`config.mk`:
```
export PLATFORM = sky130hd
export DESIGN_NAME = button_debounce_bank
export DESIGN_NICKNAME = d
export VERILOG_FILES = /design/src/rtl/btn_pkg.sv /design/src/rtl/debounce_channel.sv /design/src/rtl/button_debounce_bank.sv
export SDC_FILE = /design/constraint.sdc
export NUM_CORES = 1
export LEC_CHECK = 0
export CAP_MARGIN = 20
export CELL_PAD_IN_SITES_DETAIL_PLACEMENT = 0
export CELL_PAD_IN_SITES_GLOBAL_PLACEMENT = 1
export CORE_UTILIZATION = 30
export CTS_CLUSTER_DIAMETER = 200
export DETAILED_ROUTE_END_ITERATION = 16
export PLACE_DENSITY = 0.57
export SLEW_MARGIN = 20
export SYNTH_ARGS = -nofsm -noshare
export SYNTH_HDL_FRONTEND = slang
export SYNTH_SLANG_ARGS = --single-unit
```
`constraint.sdc`:
```
create_clock -name clk -period 4 [get_ports clk]
set_clock_uncertainty 0.1 [all_clocks]
set_input_delay 0.6 -clock clk [delete_from_list [all_inputs] [get_ports clk]]
set_output_delay 0.6 -clock clk [all_outputs]
set_load 0.01 [all_outputs]
```
`src/rtl/btn_pkg.sv`:
```
// btn_pkg: debounce FSM state type and counter-width helper shared by the button bank.
package btn_pkg;
    typedef enum logic [1:0] {IDLE, WAIT1, ONE, WAIT0} db_state_t;
    function automatic int cnt_w(input int n);
        return (n < 1) ? 1 : $clog2(n + 1);
    endfunction
endpackage

```
`src/rtl/debounce_channel.sv`:
```
// debounce_channel: 2-FF synchroniser plus debounce/long-press FSM for one button.
module debounce_channel
    import btn_pkg::*;
#(
    parameter int STABLE_TICKS = 3,
    parameter int LONG_TICKS   = 100,
    parameter bit ACTIVE_LOW   = 1'b0
) (
    input  logic clk,
    input  logic reset,
    input  logic btn,
    input  logic tick,
    output logic db,
    output logic press,
    output logic release_p,
    output logic long_press
);
    localparam int CW = cnt_w(STABLE_TICKS);
    localparam int HW = cnt_w(LONG_TICKS);
    localparam logic [CW-1:0] C_LAST = CW'(STABLE_TICKS - 1);
    localparam logic [HW-1:0] H_LAST = HW'(LONG_TICKS - 1);
    localparam logic [HW-1:0] H_MAX  = HW'(LONG_TICKS);
    logic [1:0] sync;
    logic s, fired, fired_n, press_n, rel_n, long_n;
    logic [CW-1:0] cnt, cnt_n;
    logic [HW-1:0] hcnt, hcnt_n;
    db_state_t state, state_n;
    assign s  = sync[1] ^ ACTIVE_LOW;
    assign db = (state == ONE) || (state == WAIT0);
    always_ff @(posedge clk or posedge reset) begin
        if (reset) begin
            sync       <= {2{ACTIVE_LOW}};
            state      <= IDLE;
            cnt        <= '0;
            hcnt       <= '0;
            fired      <= 1'b0;
            press      <= 1'b0;
            release_p  <= 1'b0;
            long_press <= 1'b0;
        end else begin
            sync       <= {sync[0], btn};
            state      <= state_n;
            cnt        <= cnt_n;
            hcnt       <= hcnt_n;
            fired      <= fired_n;
            press      <= press_n;
            release_p  <= rel_n;
            long_press <= long_n;
        end
    end
    // A level change on s always takes priority over a tick in the same cycle.
    always_comb begin
        state_n = state;
        cnt_n   = cnt;
        hcnt_n  = hcnt;
        fired_n = fired;
        press_n = 1'b0;
        rel_n   = 1'b0;
        long_n  = 1'b0;
        case (state)
            IDLE: if (s) begin
                state_n = WAIT1;
                cnt_n   = '0;
            end
            WAIT1: if (!s) state_n = IDLE;
            else if (tick) begin
                if (cnt == C_LAST) begin
                    state_n = ONE;
                    press_n = 1'b1;
                    hcnt_n  = '0;
                end else cnt_n = cnt + 1'b1;
            end
            ONE: if (!s) begin
                state_n = WAIT0;
                cnt_n   = '0;
            end else if (tick) begin
                hcnt_n = (hcnt == H_MAX) ? hcnt : hcnt + 1'b1;
                if (LONG_TICKS != 0 && hcnt == H_LAST && !fired) begin
                    long_n  = 1'b1;
                    fired_n = 1'b1;
                end
            end
            default: if (s) state_n = ONE;
            else if (tick) begin
                if (cnt == C_LAST) begin
                    state_n = IDLE;
                    rel_n   = 1'b1;
                    fired_n = 1'b0;
                end else cnt_n = cnt + 1'b1;
            end
        endcase
    end
endmodule

```
`src/rtl/button_debounce_bank.sv`:
```
// button_debounce_bank: N independent button conditioners sharing one tick prescaler.
module button_debounce_bank
    import btn_pkg::*;
#(
    parameter int N_BTN        = 4,
    parameter int TICK_DIV     = 500000,
    parameter int STABLE_TICKS = 3,
    parameter int LONG_TICKS   = 100,
    parameter bit ACTIVE_LOW   = 1'b0
) (
    input  logic             clk,
    input  logic             reset,
    input  logic [N_BTN-1:0] btn,
    output logic [N_BTN-1:0] db,
    output logic [N_BTN-1:0] press,
    output logic [N_BTN-1:0] release_p,
    output logic [N_BTN-1:0] long_press,
    output logic             tick
);
    localparam int QW = $clog2(TICK_DIV);
    localparam logic [QW-1:0] Q_LAST = QW'(TICK_DIV - 1);
    logic [QW-1:0] q;
    assign tick = (q == Q_LAST);
    always_ff @(posedge clk or posedge reset) begin
        if (reset) q <= '0;
        else q <= tick ? '0 : q + 1'b1;
    end
    for (genvar i = 0; i < N_BTN; i++) begin : g_ch
        debounce_channel #(
            .STABLE_TICKS(STABLE_TICKS),
            .LONG_TICKS  (LONG_TICKS),
            .ACTIVE_LOW  (ACTIVE_LOW)
        ) u_ch (
            .clk       (clk),
            .reset     (reset),
            .btn       (btn[i]),
            .tick      (tick),
            .db        (db[i]),
            .press     (press[i]),
            .release_p (release_p[i]),
            .long_press(long_press[i])
        );
    end
endmodule

```
==> results.ini, run 1 <==
[global_route]
grt_max_degree=48
track_usage=0.136
grt_pass1_vias=3071
grt_first_pass_wirelength_um=15700
antenna_found_initial=0
grt_remaining_overflow=0

[route]
drt-initial-drc-count=245
dr.pass1.iters=4
avgRoutedWirePerCell_um=14.7
post_drt_via_cell_ratio=5.12
drc=0
wl_um=9390
vias=3271
antenna_left=0

[clock_tree]
cts_inserted_buffers=9
path_clk_slew_ps=60
cts.sinks=87
cts_setup_buffers=0
cts_tree=done
cts-root-buf=clkbuf_16
cts_htree_levels=3
holdBufCountCts=0
cts_resized=0
clockBufferDepth=2
clk_latency_ps=350

[timing]
fin_crit_ps=3230
finalSetupViolations=0
grt_setup_unrepaired=no
worst_pin_slew_ps=733
slew_headroom=0.511
finalHoldViolations=0
setup_slack_ps=768
tns_ps=0
drv_slew=0
fin_crit_sh=0.808
fmax_mhz=309

[die]
start_util=0.307
die_h_um=124
core-area_sq_um=14500
die_area_sq_um=15300
io_pins=23
rows=44
die_w_um=124

[worst_setup_path]
max_stage_delay_ps=590
cp.required_ps=3300
crit_arrival_ps=2530
cp_max_fo=6
critPathKind=reg2out
cp-start-kind=register
r2r_cells=5
critPathCaptureType=primary output
critPathSlowestCell=or4b_1
cp_cell_sequence=or4b_1 -> nor4_4 -> buf_4 -> nand2_1 -> clkinv_1 -> clkdlybuf4s50_1

[placed_design]
io_buffers=22
hpwl_um=6400
dp_slack_ps=1120
gp_congestion=0.753

[synth]
mappedNetlistArea_sq_um=4440
synth_area_per_cell_sq_um=9.98
yosys.cell_types.count=53
synth-main-ff-cell=dfrtp_1
ys_ff_latch=87
synth_async_sr_flop_share=1.00
ys_seq_area_frac=0.490
syn_inst=445
syn_nets=464
synth-edff-count=0
ys_warn_count=0

[power]
power_density_nw_per_um2=354
p_leak_nw=2.09
peakVddDrop_mv=0.196

[final_layout]
area_delta_synth_final_pct=13.9
drive_above_1_share=0.0835
fillers=1436
fin_nets=469
diodes=0

[min_path]
min_path_cells=0
min_path_type=reg2reg

[run_status]
outcome=completed

[job]
drv_cap=0

## where the power goes
part	switching (W)	internal, W	leakage, nW	total (W)
sequential	0.00000837	0.000886	1.17	0.000894
combinational	0.0000233	0.0000113	0.777	0.0000346
clock	0.000372	0.000491	0.139	0.000863
total	0.000404	0.00139	2.09	0.00179
## flip-flops by register name (all words and copies together) (netlist names), 8 cells and up, named ones only
name	count
g_ch.u_ch.cnt	8
g_ch.u_ch.hcnt	28
g_ch.u_ch.sync	8
q	19
## metrics by stage
| stage | area (sq um) | utilization | hold slack [ps] | instances | total power [W] |
|---|---|---|---|---|---|
| floorplan | 4440 | - | 231 | 445 | 0.000930 |
| finish | 5060 | 0.349 | 247 | 639 | 0.00179 |
| global placement | 4760 | 0.328 | 234 | 623 | 0.000947 |
| global route | 5060 | 0.349 | 256 | 639 | 0.00187 |
| detailed placement | 4760 | 0.328 | 236 | 623 | 0.000947 |
| CTS | 5060 | 0.349 | 251 | 639 | 0.00183 |
## cell families (layout without fill, tap and decap cells)
family                     count (synthesis)  in the layout  share of synthesized area
AOI/OAI and AO/OA                         84             84                      0.132
xor gates and xnor gates                  18             18                     0.0355
adders and majority gates                 13             13                     0.0366
buffers and inverters                     55             65                     0.0608
DFF                                       87             87                      0.490
muxes                                      5              5                     0.0124
and+or+nand+nor                          183            183                      0.232
## layer usage
layer / share of wire / up-vias / GRT usage / wire (um)
met2: 0.44 / 62 / 0.194 / 4120
met3: 0.035 / 18 / 0.0394 / 326
met4: 0.027 / 0 / 0.0700 / 252
met1: 0.50 / 1600 / 0.185 / 4700
li1: - / 1591 / - / -
met5: 0 / - / 0 / 0
## worst paths after layout
kind / from / endpoint / slack, ps
hold reg to reg: g_ch[2].u_ch.sync[0]$_DFF_PP0_ / g_ch[2].u_ch.sync[1]$_DFF_PP0_ / 250
setup / recovery: q[11]$_DFF_PP0_ / tick / 770
min in group asynchronous: reset / q[12]$_DFF_PP0_ / 570
setup reg to reg: q[10]$_DFF_PP0_ / register / 1240
hold / removal: g_ch[2].u_ch.sync[0]$_DFF_PP0_ / g_ch[2].u_ch.sync[1]$_DFF_PP0_ / 250
max in group asynchronous: reset / g_ch[2].u_ch.hcnt[1]$_DFFE_PP0P_ / 2520
## cells in the final DEF (no fill, tap or decap), drive strengths merged, types with 3 or more instances in the layout
cell / synthesis / layout
and4: 3 / 3
clkinvlp: 0 / 3
o31ai: 10 / 10
nor3: 10 / 10
a221o: 8 / 8
o21ai: 30 / 30
xnor2: 11 / 11
nor2: 40 / 40
or4b: 3 / 3
a41oi: 3 / 3
a21oi: 9 / 9
nand2: 30 / 30
clkbuf: 16 / 9
nand3: 35 / 35
xor2: 7 / 7
ha: 13 / 13
o311a: 8 / 8
a31oi: 7 / 7
nor4: 6 / 6
nor2b: 4 / 4
dfrtp: 87 / 87
and3: 9 / 9
mux2: 4 / 4
nand4: 6 / 6
clkdlybuf4s50: 0 / 22
or4: 4 / 4
nand2b: 9 / 9
nor4b: 3 / 3
nor3b: 8 / 8
buf: 17 / 5
inv: 21 / 23
## critical path, delay by kind of cell, from the launching register on
family                 cells  cell delay (ps)
buffers and inverters      3              800
DFF                        1              430
and+or+nand+nor            3              960
## Yosys cell counts (all sizes together) (2+ instances only)
| master | number | share of area |
|---|---|---|
| nor2 | 40 | 0.034 |
| and3 | 9 | 0.013 |
| inv | 21 | 0.018 |
| ha | 13 | 0.037 |
| nand4 | 6 | 0.0085 |
| a41oi | 3 | 0.0059 |
| nand2 | 30 | 0.025 |
| clkbuf | 16 | 0.014 |
| or2 | 2 | 0.0028 |
| o311a | 8 | 0.018 |
| or4 | 4 | 0.0076 |
| nand2b | 9 | 0.013 |
| o21ai | 30 | 0.034 |
| and4 | 3 | 0.0059 |
| dfrtp | 87 | 0.49 |
| xor2 | 7 | 0.014 |
| xnor2 | 11 | 0.022 |
| a21oi | 9 | 0.010 |
| nor3b | 8 | 0.014 |
| or4b | 3 | 0.0068 |
| a21bo | 2 | 0.0045 |
| nand3 | 35 | 0.039 |
| or3 | 2 | 0.0028 |
| nor2b | 4 | 0.0056 |
| buf | 17 | 0.029 |
| mux2 | 4 | 0.010 |
| o31ai | 10 | 0.017 |
| nor4bb | 2 | 0.0045 |
| nor3 | 10 | 0.016 |
| nand3b | 2 | 0.0034 |
| a221o | 8 | 0.018 |
| a31oi | 7 | 0.0099 |
| o2111ai | 2 | 0.0054 |
| nor4 | 6 | 0.012 |
| nor4b | 3 | 0.0087 |
| and2 | 2 | 0.0028 |
## final cells by class
class                           count  area [sq um]  share of cell area
Inverter                           22          83.8              0.0166
Tap cell                          184           230              0.0455
Sequential cell                    87          2180               0.430
Clock buffer                        9           225              0.0445
Timing Repair Buffer               27           270              0.0534
Multi-Input combinational cell    303          1990               0.394
Clock inverter                      7          78.8              0.0156
(Power assumes the default switching activity.)
==> run 2, diff against run 1 <==
Settings changed: PLACE_DENSITY 0.57 to 0.59.
Clock period 4 ns to 2.7 ns, I/O delays scaled along.
==> run 2 against run 1 <==
Highest routed layer unchanged. Cell count increased by 1.4%. Final area increased by 1.1%. Register-to-register slack got worse by 1100 ps. Routed wire length increased by 1.8%. Power increased by 44%. Sequential share of layout area decreased by 0.45 points. Via count increased by 1.3%. Global-route usage increased by 0.45 points.
==> results.ini, run 2 (same netlist as run 1, synthesis figures left out) <==
[run_status]
outcome=completed

[job]
drv_cap=0

[global_route]
grt_first_pass_wirelength_um=16300
grt_max_degree=79
antenna_found_initial=0
track_usage=0.141
grt_remaining_overflow=0
grt_pass1_vias=3124

[route]
wl_um=9570
avgRoutedWirePerCell_um=14.8
drt-initial-drc-count=213
vias=3312
post_drt_via_cell_ratio=5.11
antenna_left=0
drc=0
dr.pass1.iters=4

[die]
core-area_sq_um=14500
die_h_um=124
die_area_sq_um=15300
die_w_um=124
rows=44
start_util=0.307
io_pins=23

[final_layout]
regMostFlops=g_ch.u_ch.hcnt
largest_reg_flops=28
layout_common_cells=87 x dfrtp_1, 37 x nor2_1, 35 x nand3_1, 30 x o21ai_0, 29 x nand2_1
diodes=0
post-route-util=0.353
layout_commonest_cell=dfrtp_1
drive_above_1_share=0.106
top_regs=g_ch.u_ch.hcnt: 28 flops, q: 19 flops
area_delta_synth_final_pct=15.1
fin_nets=478

[clock_tree]
clockBufferDepth=2
cts_tree=done
cts_inserted_buffers=9
cts-root-buf=clkbuf_16
path_clk_slew_ps=60
clk_latency_ps=350
cts_htree_levels=3
cts_setup_buffers=0
cts.sinks=87

[placed_design]
hpwl_um=6570
gp_congestion=0.768
io_buffers=22

[timing]
drv_slew=0
worst_pin_slew_ps=643
fmax_mhz=385
slew_headroom=0.568
tns_ps=0
fin_crit_ps=2600
grt_setup_unrepaired=yes
finalSetupViolations=0
finalHoldViolations=0
fin_crit_sh=0.962

[worst_setup_path]
cp.required_ps=2840
cp-start-kind=register
critPathCaptureType=register
crit_arrival_ps=2730
cp_max_fo=6
critPathKind=reg2reg

[min_path]
min_path_type=in2async

[power]
p_leak_nw=2.14
peakVddDrop_mv=0.292
power_density_nw_per_um2=503

## run 2: cell types whose count changed in the layout (fill, tap and decap cells not counted), sizes merged
cell / before / now
clkinv: 2 / 3
clkdlybuf4s50: 22 / 21
bufinv: 1 / 0
clkbuf: 9 / 13
inv: 23 / 20
buf: 5 / 14
clkinvlp: 3 / 2
dlygate4sd2: 0 / 1
## run 2: per-stage QoR
| stage | instances | worst slack [ps] | instance area [sq um] | total power, W | hold WS, ps |
|---|---|---|---|---|---|
| floorplan | 445 | 146 | 4450 | 0.00138 | 231 |
| global placement | 632 | 155 | 4830 | 0.00140 | 235 |
| detailed placement | 632 | 108 | 4830 | 0.00140 | 236 |
| CTS | 648 | 58.8 | 5110 | 0.00262 | 240 |
| global route | 648 | 4.46 | 5110 | 0.00268 | 259 |
| finish | 648 | 104 | 5110 | 0.00257 | 247 |
## run 2: area by class of cell
cell class	instances	area, sq um
Sequential cell	87	2180
Tap cell	184	230
Timing Repair Buffer	36	337
Multi-Input combinational cell	303	2010
Inverter	22	86.3
Fill cell	1440	9370
Clock inverter	3	17.5
Clock buffer	13	260
## run 2: final timing paths
path	to	startpoint	slack (ps)	depth (start not counted)
max	register	q[11]$_DFF_PP0_	100	6
min	g_ch[2].u_ch.hcnt[1]$_DFFE_PP0P_	reset	250	2
max reg2reg	register	q[11]$_DFF_PP0_	100	6
min reg2reg	g_ch[2].u_ch.sync[1]$_DFF_PP0_	g_ch[2].u_ch.sync[0]$_DFF_PP0_	250	0
max in group asynchronous	q[14]$_DFF_PP0_	reset	1570	3
min in group clk	g_ch[2].u_ch.sync[1]$_DFF_PP0_	g_ch[2].u_ch.sync[0]$_DFF_PP0_	250	0
## run 2: repair_timing
action,4_1_cts,5_1_grt
endpoints found under the setup margin,1,3
resized for setup,2,3
hold buffers,0,0
cloned,0,0
pin swaps,0,0
## run 2: power breakdown
part / internal, W / switching, W / leakage [nW]
clock: 0.000672 / 0.000523 / 0.136
sequential: 0.00131 / 0.0000129 / 1.17
combinational: 0.0000169 / 0.0000339 / 0.827
total: 0.00200 / 0.000569 / 2.14
## run 2: layer usage
metal | global-route usage | up-vias | share of wire
li1 | - | 1618 | -
met1 | 0.198 | 1640 | 0.50
met2 | 0.205 | 42 | 0.45
met3 | 0.0385 | 12 | 0.029
met4 | 0.0520 | 0 | 0.015
met5 | 0 | - | 0
## run 2: critical path: stages, from the launching register on
cell and delay (ps):
dfrtp_1 390, buf_4 160, or4_1 510, or4_4 420
or2_2 380, nor2_1 180, mux2_2 340
==> run 3, diff against run 2 <==
Settings changed: PLACE_DENSITY 0.59 to 0.57.
Clock period 2.7 ns to 2.4 ns, I/O delays scaled along.
==> run 3 against run 2 <==
The flow now finishes with violations (setup timing). Utilization rose by 2.5 points. Clock-buffer cell count is 1 lower. Worst hold slack about the same. Via count rose by 2.4%. Register-to-register slack lost 220 ps. Die area did not move. Cell count rose by 3.5%. Critical path type unchanged.
==> results.ini, run 3 (same netlist as run 1, synthesis figures left out) <==
[placed_design]
hpwl_um=6860
io_buffers=22
gp_congestion=0.782
post-place-cells=645

[timing]
drv_slew=0
fin_crit_sh=1.05
finalSetupViolations=16
fin_crit_ps=2510
grt_setup_unrepaired=yes
worst_pin_slew_ps=638
setup_slack_ps=-111
finalHoldViolations=0
whs_ps=247
slew_headroom=0.571
fmax_mhz=398

[route]
dr.pass1.iters=6
drt-initial-drc-count=173
antenna_left=0
post_drt_via_cell_ratio=5.05
vias=3391
drc=0
avgRoutedWirePerCell_um=15.1
wl_um=10100

[min_path]
min_path_type=reg2reg
min_path_cells=0

[run_status]
violations=setup timing
outcome=finished with violations

[final_layout]
post-route-util=0.378
area_delta_synth_final_pct=23.1
drive_above_1_share=0.183
finalNonFillerCells=671
largest_reg_flops=28
fin_nets=502
regMostFlops=g_ch.u_ch.hcnt
diodes=0
layout_commonest_cell=dfrtp_1
layout_common_cells=87 x dfrtp_1, 33 x nor2_1, 32 x nand3_1, 29 x nand2_1, 29 x buf_4
top_regs=g_ch.u_ch.hcnt: 28 flops, q: 19 flops

[die]
die_area_sq_um=15300
core-area_sq_um=14500
rows=44
die_w_um=124
die_h_um=124
start_util=0.307
io_pins=23

[global_route]
grt.met3_usage=0.0398
track_usage=0.143
grt_max_degree=88
antenna_found_initial=0
grt.met1_usage=0.189
grt_util_met2=0.220
grt_remaining_overflow=0
grt_first_pass_wirelength_um=16700
grt_pass1_vias=3285
grt_busiest_layer=met2

[clock_tree]
cts_inserted_buffers=9
cts_tree=done
holdBufCountCts=0
cts_htree_levels=3
clk_latency_ps=340
clockBufferDepth=2
cts-root-buf=clkbuf_16
path_clk_slew_ps=60
cts.sinks=87

[worst_setup_path]
cp_max_fo=5
path_depth=5
crit_family=simple AND/OR/NAND/NOR gates
r2r_cells=5
cp.required_ps=2530
crit_arrival_ps=2640
critPathCaptureType=register
critPathSlowestCell=or4_4
max_stage_delay_ps=580
critPathMostFrequentCell=or4_4
cp-start-kind=register
critPathKind=reg2reg
cp_cell_sequence=or4_4 -> or4_4 -> or2_4 -> nor2_4 -> mux2_4
crit_buf_inv=0

[job]
drv_cap=0

[power]
p_leak_nw=2.31
fin_total_pwr_w=0.00298
peakVddDrop_mv=0.346
power_density_nw_per_um2=545

==> run 3: cell types whose count changed in the layout (fill, tap and decap cells not counted), sizes merged <==
cell / before / now
dlygate4sd2: 1 / 0
bufinv: 0 / 1
clkinv: 3 / 2
buf: 14 / 38
==> run 3: cell type report <==
cell class | instances | area (sq um)
inverters | 22 | 87.6
fillers | 1446 | 9010
repair buffers | 60 | 572
multi-input cells | 303 | 2100
well taps | 184 | 230
clock inverters | 3 | 42.5
flip-flops and latches | 87 | 2180
clock buffers | 12 | 256
==> run 3: routing by layer <==
layer  vias up  part of all wire
li1       1666                 -
met1      1678              0.49
met2        39              0.47
met3         8             0.031
met4         0             0.012
met5         -                 0
==> run 3: timing repair <==
action | in CTS | in global routing
cloned | 0 | 1
pin swaps | 10 | 9
setup buffers | 6 | 5
gates resized for setup | 22 | 21
endpoints found under the setup margin | 29 | 35
==> run 3: path summary, 6_finish.rpt <==
path | startpoint | end | slack (ps)
setup / recovery | q[9]$_DFF_PP0_ | register | -110
hold / removal | g_ch[2].u_ch.sync[0]$_DFF_PP0_ | g_ch[2].u_ch.sync[1]$_DFF_PP0_ | 250
setup reg to reg | q[9]$_DFF_PP0_ | register | -110
hold reg to reg | g_ch[2].u_ch.sync[0]$_DFF_PP0_ | g_ch[2].u_ch.sync[1]$_DFF_PP0_ | 250
max in group asynchronous | reset | g_ch[1].u_ch.hcnt[4]$_DFFE_PP0P_ | 1420
min in group asynchronous | reset | g_ch[0].u_ch.sync[1]$_DFF_PP0_ | 400
==> run 3: power breakdown <==
| group | internal (W) | leakage, nW | total [W] | switching (W) |
|---|---|---|---|---|
| clock network | 0.000857 | 0.145 | 0.00143 | 0.000575 |
| registers | 0.00148 | 1.17 | 0.00149 | 0.0000150 |
| logic | 0.0000196 | 0.992 | 0.0000595 | 0.0000399 |
| total | 0.00235 | 2.31 | 0.00298 | 0.000630 |
==> run 3: per-stage QoR <==
step                instance area (sq um)  setup TNS, ps  setup WS [ps]
finish                               5470           -899           -111
CTS                                  5340          -1500           -128
global placement                     4930          -1550           -142
global route                         5470          -2390           -164
floorplan                            4470           -419           -127
detailed placement                   4930          -2560           -162
